### src/rtl/interrupt_controller_pkg.sv
// Shared definitions for the interrupt controller: register offsets, FSM state codes
// and the ID-to-bitmask helper used when a claim clears its pending bit.
package interrupt_controller_pkg;

    localparam logic [1:0] IRQ_PENDING = 2'd0;
    localparam logic [1:0] IRQ_ENABLE  = 2'd1;
    localparam logic [1:0] IRQ_CLAIM   = 2'd2;
    localparam logic [1:0] IRQ_STATUS  = 2'd3;

    localparam int ID_W = 5;

    typedef enum logic [1:0] {
        ST_IDLE    = 2'd0,
        ST_SIGNAL  = 2'd1,
        ST_CLAIMED = 2'd2
    } irq_state_e;

    // ID 0 means "no source", so it maps to an empty mask.
    function automatic logic [31:0] id_to_mask(input logic [ID_W-1:0] id);
        logic [31:0] mask;
        if (id != 5'd0) begin
            mask = 32'd1 << (id - 5'd1);
        end else begin
            mask = 32'd0;
        end
        return mask;
    endfunction

endpackage

### src/rtl/irq_priority_encoder.sv
// Fixed-priority encoder: the lowest-index set bit of the masked pending vector wins.
module irq_priority_encoder #(
    parameter int NUM_SRC = 8
) (
    input  logic [NUM_SRC-1:0] masked,
    output logic               valid,
    output logic [4:0]         winner_id
);

    // Scan from the top down so the lowest set index is the last one written.
    always_comb begin
        winner_id = 5'd0;
        for (int i = NUM_SRC - 1; i >= 0; i--) begin
            winner_id = masked[i] ? 5'(i + 1) : winner_id;
        end
        valid = |masked;
    end

endmodule

### src/rtl/interrupt_controller.sv
// Edge-latching interrupt controller with fixed priority and a claim/complete handshake
// feeding the privilege unit's external interrupt input.
module interrupt_controller
    import interrupt_controller_pkg::*;
#(
    parameter int NUM_SRC = 8
) (
    input  logic               I_clk,
    input  logic               I_rst,
    input  logic [NUM_SRC-1:0] I_irq,
    input  logic               I_wen,
    input  logic               I_ren,
    input  logic [1:0]         I_addr,
    input  logic [31:0]        I_wdata,
    output logic [31:0]        O_rdata,
    output logic               O_extinterrupt
);

    logic [NUM_SRC-1:0] irq_q_r;
    logic [NUM_SRC-1:0] pending_r;
    logic [NUM_SRC-1:0] enable_r;
    logic [ID_W-1:0]    claimed_id_r;
    irq_state_e         state_r;
    logic               ext_r;

    irq_state_e         state_s;
    logic [NUM_SRC-1:0] masked_s;
    logic [NUM_SRC-1:0] rise_s;
    logic [NUM_SRC-1:0] pending_s;
    logic [31:0]        claim_mask_s;
    logic               win_valid_s;
    logic [ID_W-1:0]    win_id_s;
    logic               claim_s;
    logic               complete_s;
    logic               unused_s;

    irq_priority_encoder #(.NUM_SRC(NUM_SRC)) u_prio (
        .masked    (masked_s),
        .valid     (win_valid_s),
        .winner_id (win_id_s)
    );

    // Handshake decode; a simultaneous read on the claim port takes precedence over the write.
    always_comb begin
        masked_s     = pending_r & enable_r;
        rise_s       = I_irq & ~irq_q_r;
        claim_s      = I_ren && (I_addr == IRQ_CLAIM) && (state_r == ST_SIGNAL) && win_valid_s;
        complete_s   = I_wen && !I_ren && (I_addr == IRQ_CLAIM) && (state_r == ST_CLAIMED)
                       && (I_wdata[4:0] == claimed_id_r);
        claim_mask_s = id_to_mask(win_id_s);
        unused_s     = ^{I_wdata, claim_mask_s};
        if (claim_s) begin
            pending_s = (pending_r & ~claim_mask_s[NUM_SRC-1:0]) | rise_s;
        end else begin
            pending_s = pending_r | rise_s;
        end
    end

    // Next-state logic of the signalling FSM.
    always_comb begin
        state_s = state_r;
        case (state_r)
            ST_IDLE: begin
                if (masked_s != '0) begin
                    state_s = ST_SIGNAL;
                end else begin
                    state_s = ST_IDLE;
                end
            end
            ST_SIGNAL: begin
                if (claim_s) begin
                    state_s = ST_CLAIMED;
                end else if (masked_s == '0) begin
                    state_s = ST_IDLE;
                end else begin
                    state_s = ST_SIGNAL;
                end
            end
            ST_CLAIMED: begin
                if (complete_s) begin
                    state_s = ST_IDLE;
                end else begin
                    state_s = ST_CLAIMED;
                end
            end
            default: state_s = ST_IDLE;
        endcase
    end

    // Input history keeps tracking through reset so a line held high across reset is not seen as a new edge.
    always_ff @(posedge I_clk) begin
        irq_q_r <= I_irq;
    end

    // Pending, enable, claim bookkeeping, state and the registered interrupt output.
    always_ff @(posedge I_clk) begin
        if (I_rst) begin
            pending_r    <= '0;
            enable_r     <= '0;
            claimed_id_r <= 5'd0;
            state_r      <= ST_IDLE;
            ext_r        <= 1'b0;
        end else begin
            pending_r <= pending_s;
            if (I_wen && (I_addr == IRQ_ENABLE)) begin
                enable_r <= I_wdata[NUM_SRC-1:0];
            end
            if (claim_s) begin
                claimed_id_r <= win_id_s;
            end else if (complete_s) begin
                claimed_id_r <= 5'd0;
            end
            state_r <= state_s;
            ext_r   <= (state_s == ST_SIGNAL);
        end
    end

    assign O_extinterrupt = ext_r;

    // Read mux; the claim word is only meaningful while signalling.
    always_comb begin
        O_rdata = 32'd0;
        case (I_addr)
            IRQ_PENDING: O_rdata = {{(32-NUM_SRC){1'b0}}, pending_r};
            IRQ_ENABLE:  O_rdata = {{(32-NUM_SRC){1'b0}}, enable_r};
            IRQ_CLAIM: begin
                if (state_r == ST_SIGNAL) begin
                    O_rdata = {win_valid_s, 26'd0, win_id_s};
                end else begin
                    O_rdata = 32'd0;
                end
            end
            IRQ_STATUS:  O_rdata = {19'd0, claimed_id_r, 6'd0, state_r};
            default:     O_rdata = 32'd0;
        endcase
    end

endmodule

### config.mk
export PLATFORM = sky130hd
export DESIGN_NAME = interrupt_controller
export DESIGN_NICKNAME = d
export VERILOG_FILES = /design/src/rtl/interrupt_controller_pkg.sv /design/src/rtl/irq_priority_encoder.sv /design/src/rtl/interrupt_controller.sv
export SDC_FILE = /design/constraint.sdc
export NUM_CORES = 1
export LEC_CHECK = 0
export ABC_AREA = 0
export CAP_MARGIN = 20
export CORE_MARGIN = 5
export CORE_UTILIZATION = 30
export CTS_CLUSTER_SIZE = 10
export DETAILED_ROUTE_END_ITERATION = 16
export PLACE_DENSITY = 0.68
export SYNTH_ARGS = -nofsm -noshare
export SYNTH_HDL_FRONTEND = slang
export SYNTH_SLANG_ARGS = --single-unit
### constraint.sdc
create_clock -name I_clk -period 2.05 [get_ports I_clk]
set_input_delay 0.41 -clock I_clk [delete_from_list [all_inputs] [get_ports I_clk]]
set_output_delay 0.41 -clock I_clk [all_outputs]
set_load 0.03 [all_outputs]
==> metrics.txt <==
commonest non-fill, non-tap cell in the layout buf_4; Reg clk slew, reported paths 0.07 ns; clk_skew 0.00565 ns; clk buf depth 2; Hold WC Path Type reg2reg; highest-count cells in the layout ignoring fill and taps buf_4 (47), dfxtp_1 (23), nor2_1 (22); grt ovf 0; number of max-cap violations 0; critical path peak fanout 3; CTS tree done; # hold bufs at CTS 0; Initial Util between 30% and 40%; post-route cell area 0.00268 mm²; DRT Pass-1 Iters 4; wire length of the first global-routing pass 7490 µm; vias per std cell 4.80; final setup vio count 5; top_reg_cell synth dfxtp_1; Crit. End Element primary output; antenna violations before repair 0; CTS Sinks 31; ANT nets after route 0; vias in the first global route 1568; Initial DRC Count 96; H-Tree Depth 2; Max Fclk 0.453 GHz; latest clock arrival within the worst-skew pair about 0.29 ns; IR drop worst, VDD 0.354 mV; Synth Area in Compound Gates 15.1%; Synthesis Warnings 0; I/O Buffers 35; largest family of logic cells by synthesized area simple AND/OR/NAND/NOR gates; dpl cell area 0.00230 mm²; synth unique cells 48; DRT Wirelength about 5000 µm; Synth Area in Simple Gates 27.0%; clock share of power between 30% and 40%; internal power 1020 µW; Placer Congestion 0.807; final hold violations 0; nets 328; xor and xnor area share after synthesis 2.51%; kind of critical path reg2out; GRT Total Usage 13.1%; Core Rows 27; #FFs+latches synth 31; CP required 1.64 ns; die area between 0.007 and 0.008 mm²; ant diodes 0; pre-CTS setup slack -0.321 ns; RSZ-0062 raised after global routing yes; relative slew slack 59.7%; launching point of the worst reg2reg path enable_r[4]; root buffer cell clkbuf_8; Syn Std Cell Area 0.00174 mm²; Synth-to-Final Area Change 53.5%; adder-cell area share of the yosys netlist 1.44%; Worst Setup Start Kind flop; pwr/cell area 539 mW/mm²; Switching Fraction 29.5%; post-synthesis sequential area ratio 35.6%; Die X-Extent 86.2 µm; Psw 426 µW; Mapped Cells 204; min cycle time layout 2.21 ns; DRC 0; Final Util between 40% and 50%; Worst Setup SP enable_r[4]; wire per inst about 14 µm; Leak 0.00113 µW; Slew Limit Fails 0; Worst Tran Pin Value roughly 0.6 ns; part of the cycle the worst path needs 108%; largest net degree at the start of global routing 16; mux cell area share after synthesis 7.47%; IO Pins around 80; Combinational Power Share 22.6%; die height 86.2 µm; layout cells sized above 1 between 30% and 40%; status complete, but fails checks; PnR worst setup slack -0.160 ns; core area roughly 0.0056 mm²; Num CTS Buffers 5; mean area per synthesized cell 8.54 µm²; hpwl dp 3650 µm; min-delay src claimed_id_r[3]; vias roughly 1700; Worst Path Arrival about 1.8 ns; number of synthesized flops with an enable pin 0; async set-or-reset flop fraction in the synthesized netlist 0%; sequential fraction of design power 45.1%; failing checks negative setup slack
[cells in the mapped netlist (all sizes together), types with 2 or more instances]
cell type	count	area share (%)
nand2b	2	0.72
nand2	10	2.2
xnor2	3	1.5
o21bai	2	0.86
mux2i	13	7.5
nand3	10	2.9
xor2	2	1.0
buf	21	8.9
and3	5	1.8
nor4bb	2	1.1
and2	2	0.72
nor2b	12	4.3
nor2	25	5.4
inv	2	0.43
o31a	2	1.0
o221ai	2	1.0
o21ai	3	0.86
nor3b	2	0.86
o211ai	3	1.3
a22o	2	1.0
nand3b	2	0.86
nor4	3	1.1
a21oi	6	1.7
a22oi	2	0.86
a211oi	4	2.3
ha	2	1.4
dfxtp	31	36
clkbuf	6	1.3
a31oi	2	0.72
nor3	6	2.0
[cell families (layout without fill, tap and decap cells)]
group	count (synthesis)	in the layout
other	1	19
XOR/XNOR	5	5
flip-flops	31	31
AO/OA/AOI/OAI	35	35
multiplexers	13	13
AND/OR/NAND/NOR	88	88
buffers and inverters	29	88
adder cells (fa/ha/maj)	2	2
[critical path, cell delays in order (launching register included)]
cell and delay, ns:
dfxtp_2 0.33, a22o_1 0.25, o211ai_1 0.23, nand2_1 0.13, buf_6 0.13, o221ai_2 0.14, o31a_1 0.18, buf_6 0.13
[worst paths after layout]
check | to | slack [ns] | cells past startpoint
max | O_rdata[1] | -0.16 | 7
min | claimed_id_r[3] | 0.51 | 2
max reg2reg | pending_r[5] | -0.14 | 10
min reg2reg | claimed_id_r[3] | 0.51 | 2
[layer usage]
metal,track usage [%],wire length [µm],vias to the layer above,share of wire (%)
li1,-,-,851,-
met1,16.1,2140,791,43
met2,21.0,2400,49,48
met3,4.66,365,5,7.4
met4,4.67,60,0,1.2
met5,0,0,-,0
[cell type report]
class	count	area (µm²)
fillers	540	2900
well taps	72	90.1
repair buffers	78	664
flip-flops and latches	31	631
multi-input cells	162	1200
clock inverters	1	5.00
inverters	2	7.51
clock buffers	7	76.3
[flip-flops by register name (all words and copies together) (netlist names)]
register / cells
state_r: 2
enable_r: 8
pending_r: 8
O_extinterrupt: 1
irq_q_r: 8
claimed_id_r: 4
[metrics by stage]
stage | cells | total power (µW) | hold slack (ns) | TNS, ns
CTS | 350 | 1420 | 0.513 | -0.271
detailed placement | 335 | 937 | 0.503 | -4.06
global placement | 335 | 933 | 0.498 | -4.39
global route | 353 | 1510 | 0.545 | -1.77
floorplan | 222 | 847 | 0.438 | 0
finish | 353 | 1440 | 0.514 | -0.508
[power groups by stage]
stage / Clock, µW / Sequential, µW / Combinational (µW)
after CTS: 485 / 650 / 290
after floorplan: 0 / 660 / 187
after detailed placement: 0 / 662 / 275
final: 467 / 650 / 326
after global placement: 0 / 661 / 271
after global routing: 509 / 653 / 349
[repair_timing]
action,4_1_cts,5_1_grt
pin swaps,4,12
buffers inserted,7,3
gates cloned,0,0
endpoints found under the setup margin,11,14
resized for setup,17,42
Note: power is estimated with default switching activity, not from simulation.
